===== src/rtl/trace_uart_if.sv =====
// Trace-port to UART-printer bundle: cpu trace input plus printer status outputs.
interface trace_uart_if;
  logic        trace_valid;
  logic [35:0] trace_data;
  logic        serialOut;
  logic        fifo_full;
  logic        overflow;
  logic [15:0] dropped_count;
  logic        busy;

  modport master (output trace_valid, trace_data,
                  input  serialOut, fifo_full, overflow, dropped_count, busy);
  modport slave  (input  trace_valid, trace_data,
                  output serialOut, fifo_full, overflow, dropped_count, busy);
endinterface


===== src/rtl/trace_uart.sv =====
// Buffers 36-bit cpu trace words and prints each as 9 hex digits + CR LF on an 8N1 UART.
module trace_uart #(
  parameter int CLK_HZ     = 50000000,
  parameter int BAUD       = 115200,
  parameter int FIFO_DEPTH = 16,
  parameter int FIFO_AW    = 4
) (
  input  logic         clk,
  input  logic         reset,
  trace_uart_if.slave  tif
);
  localparam int DIVISOR = CLK_HZ / BAUD;
  localparam int DIV_W   = (DIVISOR > 1) ? $clog2(DIVISOR) : 1;

  typedef enum logic [1:0] {IDLE, LOAD, SEND} state_t;

  logic [35:0]        mem [FIFO_DEPTH];
  logic [FIFO_AW-1:0] wr_ptr_q, wr_ptr_d, rd_ptr_q, rd_ptr_d;
  logic [FIFO_AW:0]   count_q, count_d;
  logic               fifo_full_q, fifo_full_d;
  logic               overflow_q, overflow_d;
  logic [15:0]        dropped_q, dropped_d;
  state_t             state_q, state_d;
  logic [35:0]        word_q, word_d;
  logic [3:0]         char_idx_q, char_idx_d;
  logic [8:0]         shreg_q, shreg_d;
  logic [3:0]         bit_cnt_q, bit_cnt_d;
  logic [DIV_W-1:0]   div_cnt_q, div_cnt_d;
  logic               ser_q, ser_d;
  logic               wr, rd;

  function automatic logic [7:0] glyph(input logic [35:0] w, input logic [3:0] idx);
    logic [35:0] sh;
    logic [3:0]  n;
    sh = w << {idx, 2'b00};
    n  = sh[35:32];
    if (idx == 4'd9)       glyph = 8'h0D;
    else if (idx == 4'd10) glyph = 8'h0A;
    else if (n < 4'd10)    glyph = 8'h30 + {4'h0, n};
    else                   glyph = 8'h37 + {4'h0, n};
  endfunction

  assign wr = tif.trace_valid & ~fifo_full_q;
  assign rd = (state_q == IDLE) & (count_q != '0);

  always_comb begin
    wr_ptr_d    = wr ? wr_ptr_q + 1'b1 : wr_ptr_q;
    rd_ptr_d    = rd ? rd_ptr_q + 1'b1 : rd_ptr_q;
    count_d     = count_q + (FIFO_AW+1)'(wr) - (FIFO_AW+1)'(rd);
    fifo_full_d = (count_d == (FIFO_AW+1)'(FIFO_DEPTH));
    overflow_d  = overflow_q;
    dropped_d   = dropped_q;
    if (tif.trace_valid && fifo_full_q) begin
      overflow_d = 1'b1;
      if (dropped_q != 16'hFFFF) dropped_d = dropped_q + 16'd1;
    end

    state_d    = state_q;
    word_d     = word_q;
    char_idx_d = char_idx_q;
    shreg_d    = shreg_q;
    bit_cnt_d  = bit_cnt_q;
    div_cnt_d  = div_cnt_q;
    ser_d      = ser_q;
    case (state_q)
      IDLE: if (rd) begin
        word_d     = mem[rd_ptr_q];
        char_idx_d = 4'd0;
        state_d    = LOAD;
      end
      LOAD: begin
        ser_d     = 1'b0;
        shreg_d   = {1'b1, glyph(word_q, char_idx_q)};
        bit_cnt_d = 4'd0;
        div_cnt_d = '0;
        state_d   = SEND;
      end
      default: begin
        if (div_cnt_q == DIV_W'(DIVISOR - 1)) begin
          div_cnt_d = '0;
          if (bit_cnt_q != 4'd9) begin
            ser_d     = shreg_q[0];
            shreg_d   = {1'b1, shreg_q[8:1]};
            bit_cnt_d = bit_cnt_q + 4'd1;
          end else if (char_idx_q == 4'd10) begin
            state_d = IDLE;
          end else begin
            // Next char's start bit begins on this same edge so chars of a word abut.
            char_idx_d = char_idx_q + 4'd1;
            ser_d      = 1'b0;
            shreg_d    = {1'b1, glyph(word_q, char_idx_q + 4'd1)};
            bit_cnt_d  = 4'd0;
          end
        end else begin
          div_cnt_d = div_cnt_q + 1'b1;
        end
      end
    endcase
  end

  always_ff @(posedge clk) begin
    if (wr) mem[wr_ptr_q] <= tif.trace_data;
  end

  always_ff @(posedge clk or posedge reset) begin
    if (reset) begin
      wr_ptr_q    <= '0;
      rd_ptr_q    <= '0;
      count_q     <= '0;
      fifo_full_q <= 1'b0;
      overflow_q  <= 1'b0;
      dropped_q   <= '0;
      state_q     <= IDLE;
      word_q      <= '0;
      char_idx_q  <= '0;
      shreg_q     <= '1;
      bit_cnt_q   <= '0;
      div_cnt_q   <= '0;
      ser_q       <= 1'b1;
    end else begin
      wr_ptr_q    <= wr_ptr_d;
      rd_ptr_q    <= rd_ptr_d;
      count_q     <= count_d;
      fifo_full_q <= fifo_full_d;
      overflow_q  <= overflow_d;
      dropped_q   <= dropped_d;
      state_q     <= state_d;
      word_q      <= word_d;
      char_idx_q  <= char_idx_d;
      shreg_q     <= shreg_d;
      bit_cnt_q   <= bit_cnt_d;
      div_cnt_q   <= div_cnt_d;
      ser_q       <= ser_d;
    end
  end

  assign tif.serialOut     = ser_q;
  assign tif.fifo_full     = fifo_full_q;
  assign tif.overflow      = overflow_q;
  assign tif.dropped_count = dropped_q;
  assign tif.busy          = (state_q != IDLE) | (count_q != '0);
endmodule

===== src/flat_wrapper.sv =====
// flat-port wrapper written by rule: the top's interface ports become plain ports
module trace_uart_flat 
#(
  parameter int CLK_HZ     = 50000000,
  parameter int BAUD       = 115200,
  parameter int FIFO_DEPTH = 16,
  parameter int FIFO_AW    = 4
)
  (clk, reset, tif_trace_valid, tif_trace_data, tif_serialOut, tif_fifo_full, tif_overflow, tif_dropped_count, tif_busy);
  trace_uart_if tif_i ();
  input  logic clk;
  input  logic reset;
  input wire logic [$bits(tif_i.trace_valid)-1:0] tif_trace_valid;
  input wire logic [$bits(tif_i.trace_data)-1:0] tif_trace_data;
  output wire logic [$bits(tif_i.serialOut)-1:0] tif_serialOut;
  output wire logic [$bits(tif_i.fifo_full)-1:0] tif_fifo_full;
  output wire logic [$bits(tif_i.overflow)-1:0] tif_overflow;
  output wire logic [$bits(tif_i.dropped_count)-1:0] tif_dropped_count;
  output wire logic [$bits(tif_i.busy)-1:0] tif_busy;
  assign tif_i.trace_valid = tif_trace_valid;
  assign tif_i.trace_data = tif_trace_data;
  assign tif_serialOut = tif_i.serialOut;
  assign tif_fifo_full = tif_i.fifo_full;
  assign tif_overflow = tif_i.overflow;
  assign tif_dropped_count = tif_i.dropped_count;
  assign tif_busy = tif_i.busy;
  trace_uart #(.CLK_HZ(CLK_HZ), .BAUD(BAUD), .FIFO_DEPTH(FIFO_DEPTH), .FIFO_AW(FIFO_AW)) u_core (.clk(clk), .reset(reset), .tif(tif_i));
endmodule

===== config.mk =====
export PLATFORM = sky130hd
export DESIGN_NAME = trace_uart_flat
export DESIGN_NICKNAME = d
export VERILOG_FILES = /design/src/rtl/trace_uart_if.sv /design/src/rtl/trace_uart.sv /design/src/flat_wrapper.sv
export SDC_FILE = /design/constraint.sdc
export NUM_CORES = 1
export LEC_CHECK = 0
export BUFFER_PORTS_ARGS = -buffer_cell sky130_fd_sc_hd__buf_2
export CORE_UTILIZATION = 50
export DETAILED_ROUTE_END_ITERATION = 8
export PLACE_DENSITY = 0.68
export SYNTH_ARGS = -nofsm -noshare
export SYNTH_HDL_FRONTEND = slang
export SYNTH_SLANG_ARGS = --single-unit

===== constraint.sdc =====
create_clock -name clk -period 3.3 [get_ports clk]
set_clock_uncertainty 0.1 [all_clocks]
set_input_delay 0.66 -clock clk [delete_from_list [all_inputs] [get_ports clk]]
set_output_delay 0.66 -clock clk [all_outputs]
set_load 0.02 [all_outputs]

==> key figures, run 1 <==
Outcome
  • Status: finished clean

Detailed routing
  • Total iterations of the first detailed-routing run: 6
  • Antenna-violating nets left: 0
  • Iteration-0 DRC Markers: 1422
  • Vias: 13800
  • # DRC: 0
  • Post-DR vias/cell: 5.96
  • WL per Instance: 25.6 µm
  • Routed wire length: 59200 µm

Synthesis
  • Share of the synthesized area in the top cell type: 64.2%
  • Synth cell count leaders: 576 x edfxtp_1, 156 x mux4_2, 154 x nand2_1, 86 x dfrtp_1, 46 x mux2i_1
  • Synthesis Warnings: 0
  • Primary FF master, synth: edfxtp_1
  • Most frequent cell after synthesis: edfxtp_1
  • Sequential area share after synthesis: 73.0%
  • Yosys reg bits: 671
  • Post-Syn Instances: 1434
  • Syn_area_per_cell: 18.8 µm²
  • Top cell type by total area after synthesis: edfxtp_1
  • Synthesized net count: 1497
  • Top cells by area, synth: edfxtp_1 64%, mux4_2 13%, dfrtp_1 8.0%, nand2_1 2.1%, mux2i_1 1.7%
  • Yosys cell types: 62
  • Post-synth EDFFs: 576
  • Asr flop ratio synth: 14.2%
  • Post-synthesis cell area: 0.0270 mm²

STA
  • Period utilization: 92.9%
  • Final setup violating endpoints: 0
  • Relative slew margins: 44.7%
  • Fmax: 0.326 GHz
  • Slew Viols, Final: 0
  • Final worst slack: 0.234 ns
  • RSZ-0062 raised after global routing: no
  • Tightest Pin Transition: 0.826 ns
  • WHS: 0.0253 ns
  • Fin crit period: 3.07 ns
  • Final Hold Fails: 0
  • Setup TNS: 0 ns

Floorplan
  • Die ar.: 0.0549 mm²
  • Placement Rows: 84
  • Die W: 234 µm
  • Initial Utilization: 51.0%
  • # IOs: 59
  • Core Region: 0.0529 mm²
  • Die height: 234 µm

Clocking
  • CTS Buf Count: 71
  • CTS sink cnt: 671
  • Clock transition at the registers of the reported paths: 0.06 ns
  • Worst-Skew Late Latency: 0.60 ns
  • CTS max path bufs: 3
  • Cell at the root of the clock tree: clkbuf_16
  • Hold-fix buffers, CTS: 0
  • H-tree levels: 3
  • CTS tree: built

Setup path
  • R2R Path End: u_core.shreg_q[2]$_DFFE_PP1P_
  • Critical path capture point type: flip-flop
  • CP Depth: 9
  • Buffers and inverters on the worst path: 2
  • Worst R2R Start: u_core.char_idx_q[0]$_DFFE_PP0P_
  • CP cell instances: inv_1 > ha_4 > buf_4 > mux4_1 > mux2_2 > a22o_2 > and3_1 > a221o_1 > a32o_1
  • Worst EP arrival: 3.48 ns
  • R2r setup slk: 0.23 ns
  • Slowest cell on crit path: mux4_1
  • CP Launch Type: flip-flop
  • Reg2Reg Depth: 9
  • Max incr delay on CP: 0.56 ns
  • Required @ worst endpoint: 3.72 ns
  • CP startpoint: u_core.char_idx_q[0]$_DFFE_PP0P_
  • CP Capture Point: u_core.shreg_q[2]$_DFFE_PP1P_
  • Crit path kind: flip-flop to flip-flop
  • Top Family by Delay on Critical Path: compound AO/OA/AOI/OAI gates
  • Crit path max fanout: 8

Global routing
  • Number of antenna violations at the first check in global routing: 3
  • Met1 global-route usage: 31.8%
  • First-pass GRT wire length: 89300 µm
  • GR Overflow Total: 0
  • Vias in the first global route: 13900
  • GR met3 Demand/Resource: 3.50%
  • Met2 Usage GRT: 36.0%
  • Largest net degree at the start of global routing: 65
  • GR peak layer: met2
  • Tot GR Track Use: 22.5%

Placed design
  • Pre-CTS WS: 0.203 ns
  • Estimated wirelength of the detail-placed design: 34300 µm
  • Port Buf Inserts: 58
  • RePlAce Congestion: 0.867

Min path
  • Hold WC Path Type: primary input to async pin

Layout
  • Nets: 1630
  • Antenna Cells: 0
  • Area grow syn2layout: 15.3%
  • Share of cells above drive strength 1: 26.5%

Run
  • Max-capacitance violation count: 0

Power and ir drop
  • PD cells: 643 mW/mm²
  • Pleak: 10.9 nW
  • Tot Pwr: 20.0 mW
  • Peak VDD IR: 0.000441 V
==> layout make-up <==
cell class	instances	area, µm²
clock inverter	41	395
inverter	26	100
timing repair buffer	126	1190
multi-input combinational	671	6940
tap	688	861
clock buffer	89	1920
fill	3830	21800
sequential	671	19700
==> placed cells by master (no fill, tap or decap), types with 37 or more instances in the layout <==
cell / n
dfrtp_1: 83
clkbuf_16: 73
o21ai_0: 38
edfxtp_1: 576
mux4_2: 156
nor2_1: 40
buf_2: 58
buf_4: 37
mux2i_1: 46
nand2_1: 154
==> metrics by stage <==
step                util (%)  area [µm²]  instances
global placement        54.4       28700       2179
detailed placement      54.4       28700       2179
floorplan                  -       27000       1434
finish                  58.8       31100       2312
CTS                     58.7       31100       2309
global route            58.8       31100       2312
==> timing repair <==
item	CTS	global route
resized for setup	0	3
setup endpoints to repair	0	3
setup buffers	0	3
==> flip-flops by register name (all words and copies together), names as in the netlist <==
| register | flops |
|---|---|
| u_core.mem | 576 |
| u_core.word_q | 36 |
| u_core.rd_ptr_q | 4 |
| u_core.char_idx_q | 4 |
| u_core.state_q | 2 |
| u_core.tif.serialOut | 1 |
| u_core.wr_ptr_q | 4 |
| u_core.tif.dropped_count | 16 |
| u_core.bit_cnt_q | 4 |
| u_core.div_cnt_q | 9 |
| u_core.count_q | 5 |
| u_core.tif.overflow | 1 |
| u_core.tif.fifo_full | 1 |
| u_core.shreg_q | 8 |
==> worst reg2reg max path, stage by stage, from the launching register on <==
cell and delay [ns]:
dfrtp_1 0.36, inv_1 0.13, ha_4 0.35, buf_4 0.16, mux4_1 0.56, mux2_2 0.28, a22o_2 0.29, and3_1 0.20
a221o_1 0.31, a32o_1 0.25
==> metal layers <==
layer / wire length [µm] / share of wire, %
met3: 3200 / 5.4
met5: 36 / 0.061
met4: 1340 / 2.3
met1: 25600 / 43
met2: 29000 / 49
==> cells by family (layout without fill, tap and decap cells) <==
kind of cell,Yosys count,in the layout,share of synthesized area (%)
muxes,214,214,15.5
adders and majority gates,24,24,1.14
buffers and inverters,92,282,1.44
DFF,671,671,73.0
and+or+nand+nor,276,276,4.60
xor gates and xnor gates,32,32,1.04
AOI/OAI and AO/OA,125,125,3.24
==> power breakdown <==
part | switching [mW] | internal (mW) | total, mW
sequential | 0.217 | 10.1 | 10.3
clock | 3.20 | 4.68 | 7.88
combinational | 1.14 | 0.678 | 1.82
total | 4.56 | 15.4 | 20.0
==> worst min-delay path by stage <==
stage | endpoint | cells past startpoint | slack (ns)
floorplan | u_core.shreg_q[7]$_DFFE_PP1P_ | 2 | 0.34
global placement | u_core.tif.overflow$_DFFE_PP0P_ | 1 | 0.33
detailed placement | u_core.tif.overflow$_DFFE_PP0P_ | 1 | 0.34
CTS | u_core.count_q[0]$_DFF_PP0_ | 2 | 0.02
global route | u_core.count_q[2]$_DFF_PP0_ | 2 | 0.06
finish | u_core.count_q[2]$_DFF_PP0_ | 2 | 0.03
(Power assumes the default switching activity.)
==> run 2, diff against run 1 <==
--- a/config.mk
+++ b/config.mk
@@ -6,9 +6,9 @@
 export NUM_CORES = 1
 export LEC_CHECK = 0
 export BUFFER_PORTS_ARGS = -buffer_cell sky130_fd_sc_hd__buf_2
-export CORE_UTILIZATION = 50
+export CORE_UTILIZATION = 55
 export DETAILED_ROUTE_END_ITERATION = 8
-export PLACE_DENSITY = 0.68
+export PLACE_DENSITY = 0.74
 export SYNTH_ARGS = -nofsm -noshare
 export SYNTH_HDL_FRONTEND = slang
 export SYNTH_SLANG_ARGS = --single-unit
==> key figures, run 2 (synthesis gave the netlist of run 1 again) <==
Layout
  • Max FFs per register: 576 (unchanged)
  • Most frequent cells in the layout: 576 x edfxtp_1, 156 x mux4_2, 154 x nand2_1, 83 x dfrtp_1, 71 x clkbuf_16
  • Area grow syn2layout: 14.1%
  • Commonest non-fill, non-tap cell in the layout: edfxtp_1
  • Fillers: 3182 (-17%)
  • Multi-input gate area: 0.00693 mm² (-0.11%)
  • Final core occ: 64.0% (+5.2 points)
  • Share of cells above drive strength 1: 26.0% (-0.49 points)
  • Largest register by flop count: u_core.mem
  • Post-route cell area: 0.0308 mm² (-1.1%)
  • Nets: 1624 (-0.37%)
  • FF/Latch Area: 0.0197 mm² (unchanged)

Detailed routing
  • WL per Instance: 26.0 µm (+1.6%)
  • Vias: 13900 (+0.86%)
  • Antenna-violating nets left: 0 (unchanged)
  • # DRC: 0 (unchanged)
  • Routed wire length: 58000 µm (-2.0%)
  • Total iterations of the first detailed-routing run: 7 (+1)
  • Iteration-0 DRC Markers: 1332 (-6.3%)
  • Post-DR vias/cell: 6.23 (+4.6%)

Floorplan
  • # IOs: 59 (unchanged)
  • Die ar.: 0.0499 mm² (-9.0%)
  • Initial Utilization: 56.1% (+5.1 points)
  • Placement Rows: 80 (-4.8%)
  • Die W: 223 µm (-4.6%)
  • Core Region: 0.0480 mm² (-9.1%)
  • Die height: 223 µm (-4.6%)

Placed design
  • Placement Cell Area: 0.0285 mm² (-0.69%)
  • Pre-CTS WS: 0.203 ns (-0.000578 ns)
  • RePlAce Congestion: 0.876 (+0.97%)
  • Estimated wirelength of the detail-placed design: 32000 µm (-6.6%)
  • Port Buf Inserts: 58 (unchanged)

Clocking
  • Worst-Skew Late Latency: 0.59 ns (about the same)
  • CTS max path bufs: 3 (unchanged)
  • Post-cts sizing count: 0 (unchanged)
  • CTS Buf Count: 69 (-2.8%)
  • CTS tree: built
  • CTS sink cnt: 671 (unchanged)
  • Post-CTS setup buffer count: 0 (unchanged)
  • Clock transition at the registers of the reported paths: 0.06 ns (about the same)
  • Hold-fix buffers, CTS: 0 (unchanged)
  • H-tree levels: 3 (unchanged)
  • Cell at the root of the clock tree: clkbuf_16

STA
  • Final worst slack: 0.217 ns (-0.0171 ns)
  • Final Hold Fails: 0 (unchanged)
  • Slew Viols, Final: 0 (unchanged)
  • Tightest Pin Transition: 0.762 ns (-0.0647 ns)
  • Relative slew margins: 48.8% (+4.1 points)
  • Setup TNS: 0 ns (unchanged)
  • Fmax: 0.324 GHz (-0.56%)
  • Fin crit period: 3.08 ns (+0.0171 ns)
  • Period utilization: 93.4% (+0.52 points)
  • RSZ-0062 raised after global routing: no
  • Final setup violating endpoints: 0 (unchanged)

Setup path
  • Critical path capture point type: flip-flop
  • Crit path kind: flip-flop to flip-flop
  • CP Launch Type: flip-flop
  • Slowest cell on crit path: mux4_1
  • Worst R2R Start: u_core.char_idx_q[0]$_DFFE_PP0P_
  • CP most frequent cell: inv_1
  • Top Family by Delay on Critical Path: compound AO/OA/AOI/OAI gates
  • R2r setup slk: 0.22 ns (-0.02 ns)
  • Buffers and inverters on the worst path: 2 (unchanged)
  • R2R Path End: u_core.shreg_q[2]$_DFFE_PP1P_
  • Worst EP arrival: 3.51 ns (+0.03 ns)
  • CP cell instances: inv_1 > ha_4 > mux4_1 > mux2_2 > a22o_1 > inv_1 > ha_1 > a21boi_0 > a221o_1 > a32o_1
  • Reg2Reg Depth: 10 (+1)
  • Required @ worst endpoint: 3.73 ns (about the same)
  • Crit path max fanout: 12 (+4)
  • Max incr delay on CP: 0.58 ns (+0.02 ns)

Power and ir drop
  • PD cells: 641 mW/mm² (-0.34%)
  • Flop pwr share: 52.3% (+0.8 points)
  • Peak VDD IR: 0.000451 V (+2.2%)
  • NetSw: 4.46 mW (-2.3%)
  • Sw Ratio: 22.6% (-0.22 points)
  • Clk pwr share: 38.7% (-0.7 points)
  • Pleak: 10.8 nW (-1.1%)
  • Int Power: 15.3 mW (-1.1%)
  • Comb pwr share: 9.0% (about the same)

Global routing
  • GR Overflow Total: 0 (unchanged)
  • Met1 global-route usage: 33.3% (+1.5 points)
  • Tot GR Track Use: 24.1% (+1.6 points)
  • GR peak layer: met2
  • Number of antenna violations at the first check in global routing: 5 (+2)
  • Met2 Usage GRT: 40.3% (+4.2 points)
  • Largest net degree at the start of global routing: 88 (+35%)
  • GR met3 Demand/Resource: 3.58% (+0.080 points)
  • Vias in the first global route: 14100 (+0.95%)
  • First-pass GRT wire length: 88100 µm (-1.4%)

Outcome
  • Status: finished clean

Run
  • Max-capacitance violation count: 0 (unchanged)

Min path
  • Hold WC Path Type: primary input to async pin
## run 2: cell types whose count changed in the layout (fill, tap and decap cells not counted), moves of 4 or more
cell      delta
buf_4        +4
clkinv_1     -8
buf_12       -8
clkbuf_1     +6
## run 2: power groups by stage
stage | Combinational, mW | Sequential [mW] | Clock (mW)
6_report | 1.77 | 10.3 | 7.63
5_1_grt | 1.90 | 10.4 | 8.06
4_1_cts | 1.80 | 10.3 | 7.75
3_5_place_dp | 1.78 | 10.5 | 0
3_3_place_gp | 1.73 | 10.4 | 0
2_1_floorplan | 0.929 | 10.5 | 0
## run 2: worst max path at each step
stage                                startpoint                              to  depth (start not counted)
3_3_place_gp   u_core.char_idx_q[0]$_DFFE_PP0P_   u_core.shreg_q[6]$_DFFE_PP1P_                         12
5_1_grt        u_core.char_idx_q[0]$_DFFE_PP0P_   u_core.shreg_q[6]$_DFFE_PP1P_                         12
2_1_floorplan  u_core.char_idx_q[0]$_DFFE_PP0P_   u_core.shreg_q[2]$_DFFE_PP1P_                         13
6_report       u_core.char_idx_q[0]$_DFFE_PP0P_   u_core.shreg_q[2]$_DFFE_PP1P_                         10
4_1_cts             u_core.count_q[2]$_DFF_PP0_  u_core.tif.fifo_full$_DFF_PP0_                         17
3_5_place_dp   u_core.char_idx_q[0]$_DFFE_PP0P_   u_core.shreg_q[6]$_DFFE_PP1P_                         12
## run 2: final cells by class
class | instances | share of cell area (%)
tap | 615 | 2.50
antenna | 2 | 0.0163
timing repair buffer | 122 | 3.44
clock inverter | 30 | 1.06
multi-input combinational | 671 | 22.5
clock buffer | 92 | 6.10
sequential | 671 | 64.0
inverter | 26 | 0.325
## run 2: routing by layer
| layer | part of all wire [%] | vias up |
|---|---|---|
| li1 | - | 5989 |
| met1 | 41 | 7365 |
| met2 | 52 | 454 |
| met3 | 5.8 | 83 |
| met4 | 1.8 | 6 |
| met5 | 0.066 | - |
## run 2: per-stage QoR
step                power, mW  hold slack, ns  cells
floorplan                11.4           0.339   1434
global placement         12.2           0.334   2105
detailed placement       12.3           0.367   2105
CTS                      19.9          0.0292   2227
global route             20.3          0.0733   2229
finish                   19.7          0.0227   2229
## run 2: worst reg2reg max path, cell delays in order, from the launching register on
cell,delay (ns)
dfrtp_1,0.34
inv_1,0.12
ha_4,0.41
mux4_1,0.58
mux2_2,0.29
a22o_1,0.25
inv_1,0.07
ha_1,0.17
a21boi_0,0.10
a221o_1,0.35
a32o_1,0.24
==> run 3, diff against run 2 <==
--- a/config.mk
+++ b/config.mk
@@ -9,6 +9,7 @@
 export CORE_UTILIZATION = 55
 export DETAILED_ROUTE_END_ITERATION = 8
 export PLACE_DENSITY = 0.74
+export RECOVER_POWER = 100
 export SYNTH_ARGS = -nofsm -noshare
 export SYNTH_HDL_FRONTEND = slang
 export SYNTH_SLANG_ARGS = --single-unit
==> key figures, run 3 (synthesis gave the netlist of run 1 again) <==
Detailed routing
  • Total iterations of the first detailed-routing run: 8 (+1)
  • Vias: 13800 (-0.62%)
  • WL per Instance: 26.0 µm (about the same)
  • Routed wire length: 58000 µm (about the same)
  • Post-DR vias/cell: 6.20 (-0.53%)
  • Iteration-0 DRC Markers: 1341 (+0.68%)
  • Antenna-violating nets left: 0 (unchanged)
  • # DRC: 0 (unchanged)

Setup path
  • Max incr delay on CP: 1.12 ns (+0.54 ns)
  • Required @ worst endpoint: 3.63 ns (-0.10 ns)
  • Buffers and inverters on the worst path: 1 (-1)
  • Worst EP arrival: 3.46 ns (-0.05 ns)
  • CP Launch Type: flip-flop
  • Crit path max fanout: 23 (+11)
  • Crit path kind: flip-flop to flip-flop
  • Top Family by Delay on Critical Path: flip-flops
  • CP cell instances: clkbuf_1 > mux4_2 > o221ai_1 > o21ai_0
  • Slowest cell on crit path: dfrtp_2
  • Critical path capture point type: flip-flop

STA
  • Setup TNS: 0 ns (unchanged)
  • Tightest Pin Transition: 1.96 ns (+1.20 ns)
  • Fin crit period: 3.13 ns (+0.0448 ns)
  • Period utilization: 94.8% (+1.4 points)
  • Slew Viols, Final: 44 (+44)
  • Final setup violating endpoints: 0 (unchanged)
  • Relative slew margins: -31.5% (-80 points)
  • RSZ-0062 raised after global routing: no
  • Final Hold Fails: 0 (unchanged)
  • Fmax: 0.320 GHz (-1.4%)

Outcome
  • Status: finished, violations left
  • Violated checks: max-capacitance violations, max-slew violations

Floorplan
  • Placement Rows: 80 (unchanged)
  • # IOs: 59 (unchanged)
  • Die height: 223 µm (unchanged)
  • Core Region: 0.0480 mm² (unchanged)
  • Initial Utilization: 56.1% (unchanged)
  • Die W: 223 µm (unchanged)
  • Die ar.: 0.0499 mm² (unchanged)

Power and ir drop
  • Peak VDD IR: 0.000450 V (-0.13%)
  • PD cells: 644 mW/mm² (+0.55%)
  • Tot Pwr: 19.7 mW (-0.31%)
  • Int Power: 15.2 mW (-0.36%)
  • Flop pwr share: 52.6% (+0.3 points)
  • Sw Ratio: 22.6% (+0.037 points)
  • Clk pwr share: 38.8% (about the same)
  • NetSw: 4.45 mW (-0.14%)
  • Pleak: 10.5 nW (-2.6%)
  • Comb pwr share: 8.6% (-0.4 points)

Layout
  • Commonest non-fill, non-tap cell in the layout: edfxtp_1
  • Share of cells above drive strength 1: 21.2% (-4.8 points)
  • Largest register by flop count: u_core.mem
  • Fin cells: 2227 (-0.090%)
  • Antenna Cells: 0 (-2)
  • Nets: 1624 (unchanged)
  • FF/Latch Area: 0.0197 mm² (about the same)
  • Max FFs per register: 576 (unchanged)
  • Fillers: 3241 (+1.9%)
  • Multi-input gate area: 0.00693 mm² (about the same)
  • Area grow syn2layout: 13.1%
  • Most frequent cells in the layout: 576 x edfxtp_1, 156 x mux4_2, 154 x nand2_1, 91 x clkbuf_1, 83 x dfrtp_1

Global routing
  • Number of antenna violations at the first check in global routing: 3 (-2)
  • Tot GR Track Use: 24.1% (unchanged)
  • First-pass GRT wire length: 88100 µm (unchanged)
  • Largest net degree at the start of global routing: 88 (unchanged)
  • GR Overflow Total: 0 (unchanged)
  • Vias in the first global route: 14100 (unchanged)

Clocking
  • CTS Buf Count: 69 (unchanged)
  • CTS max path bufs: 3 (unchanged)
  • Worst-Skew Late Latency: 0.59 ns (about the same)
  • CTS tree: built
  • CTS sink cnt: 671 (unchanged)
  • Clock transition at the registers of the reported paths: 0.06 ns (about the same)
  • H-tree levels: 3 (unchanged)
  • Cell at the root of the clock tree: clkbuf_16

Placed design
  • Port Buf Inserts: 58 (unchanged)
  • RePlAce Congestion: 0.876 (unchanged)
  • Estimated wirelength of the detail-placed design: 32000 µm (unchanged)
  • Post-placement cell count: 2105 (unchanged)

Run
  • Max-capacitance violation count: 1 (+1)

Min path
  • Hold WC Path Type: primary input to flip-flop
## run 3: power groups by stage
stage	clock network [mW]	logic, mW	registers [mW]
2_1_floorplan	0	0.929	10.5
3_3_place_gp	0	1.73	10.4
3_5_place_dp	0	1.78	10.5
4_1_cts	7.75	1.80	10.3
5_1_grt	8.06	1.82	10.4
6_report	7.63	1.69	10.3
## run 3: layout make-up
class | instances | share of cell area, %
Sequential cell | 671 | 64.6
Multi-Input combinational cell | 671 | 22.7
Clock buffer | 92 | 6.15
Timing Repair Buffer | 122 | 2.66
Tap cell | 615 | 2.52
Clock inverter | 30 | 1.07
Inverter | 26 | 0.324
## run 3: path summary, 6_finish.rpt
check,start,to,slack [ns],cells past startpoint
setup reg to reg,u_core.rd_ptr_q[0]$_DFFE_PP0P_,u_core.word_q[8]$_DFFE_PP0P_,0.17,4
hold reg to reg,u_core.shreg_q[3]$_DFFE_PP1P_,u_core.shreg_q[3]$_DFFE_PP1P_,0.37,2
max in group asynchronous,reset,u_core.word_q[23]$_DFFE_PP0P_,0.99,3
setup / recovery,u_core.rd_ptr_q[0]$_DFFE_PP0P_,u_core.word_q[8]$_DFFE_PP0P_,0.17,4
hold / removal,tif_trace_valid,u_core.tif.overflow$_DFFE_PP0P_,0.23,2
min in group asynchronous,reset,u_core.tif.dropped_count[13]$_DFFE_PP0P_,0.47,2
## run 3: through the flow
| stage | hold slack (ns) | cell area [µm²] | util (%) | setup WS [ns] |
|---|---|---|---|---|
| floorplan | 0.339 | 27000 | - | 0.0189 |
| global placement | 0.334 | 28500 | 59.4 | 0.330 |
| detailed placement | 0.367 | 28500 | 59.4 | 0.203 |
| CTS | 0.0292 | 30700 | 64.0 | 0.201 |
| global route | 0.238 | 30500 | 63.5 | 0.0476 |
| finish | 0.226 | 30500 | 63.5 | 0.172 |
## run 3: timing repair
| action | in CTS | in global routing |
|---|---|---|
| setup buffers | 0 | 0 |
| resized for setup | 0 | 2 |
| hold buffers | 0 | 0 |
| setup endpoints to repair | 0 | 3 |
## run 3: layer usage
| layer | track usage [%] | vias up | part of all wire (%) |
|---|---|---|---|
| met3 | 3.58 | 91 | 6.0 |
| met5 | 0 | - | 0.072 |
| met4 | 7.00 | 6 | 2.1 |
| li1 | - | 5986 | - |
| met1 | 33.3 | 7282 | 41 |
| met2 | 40.3 | 446 | 51 |
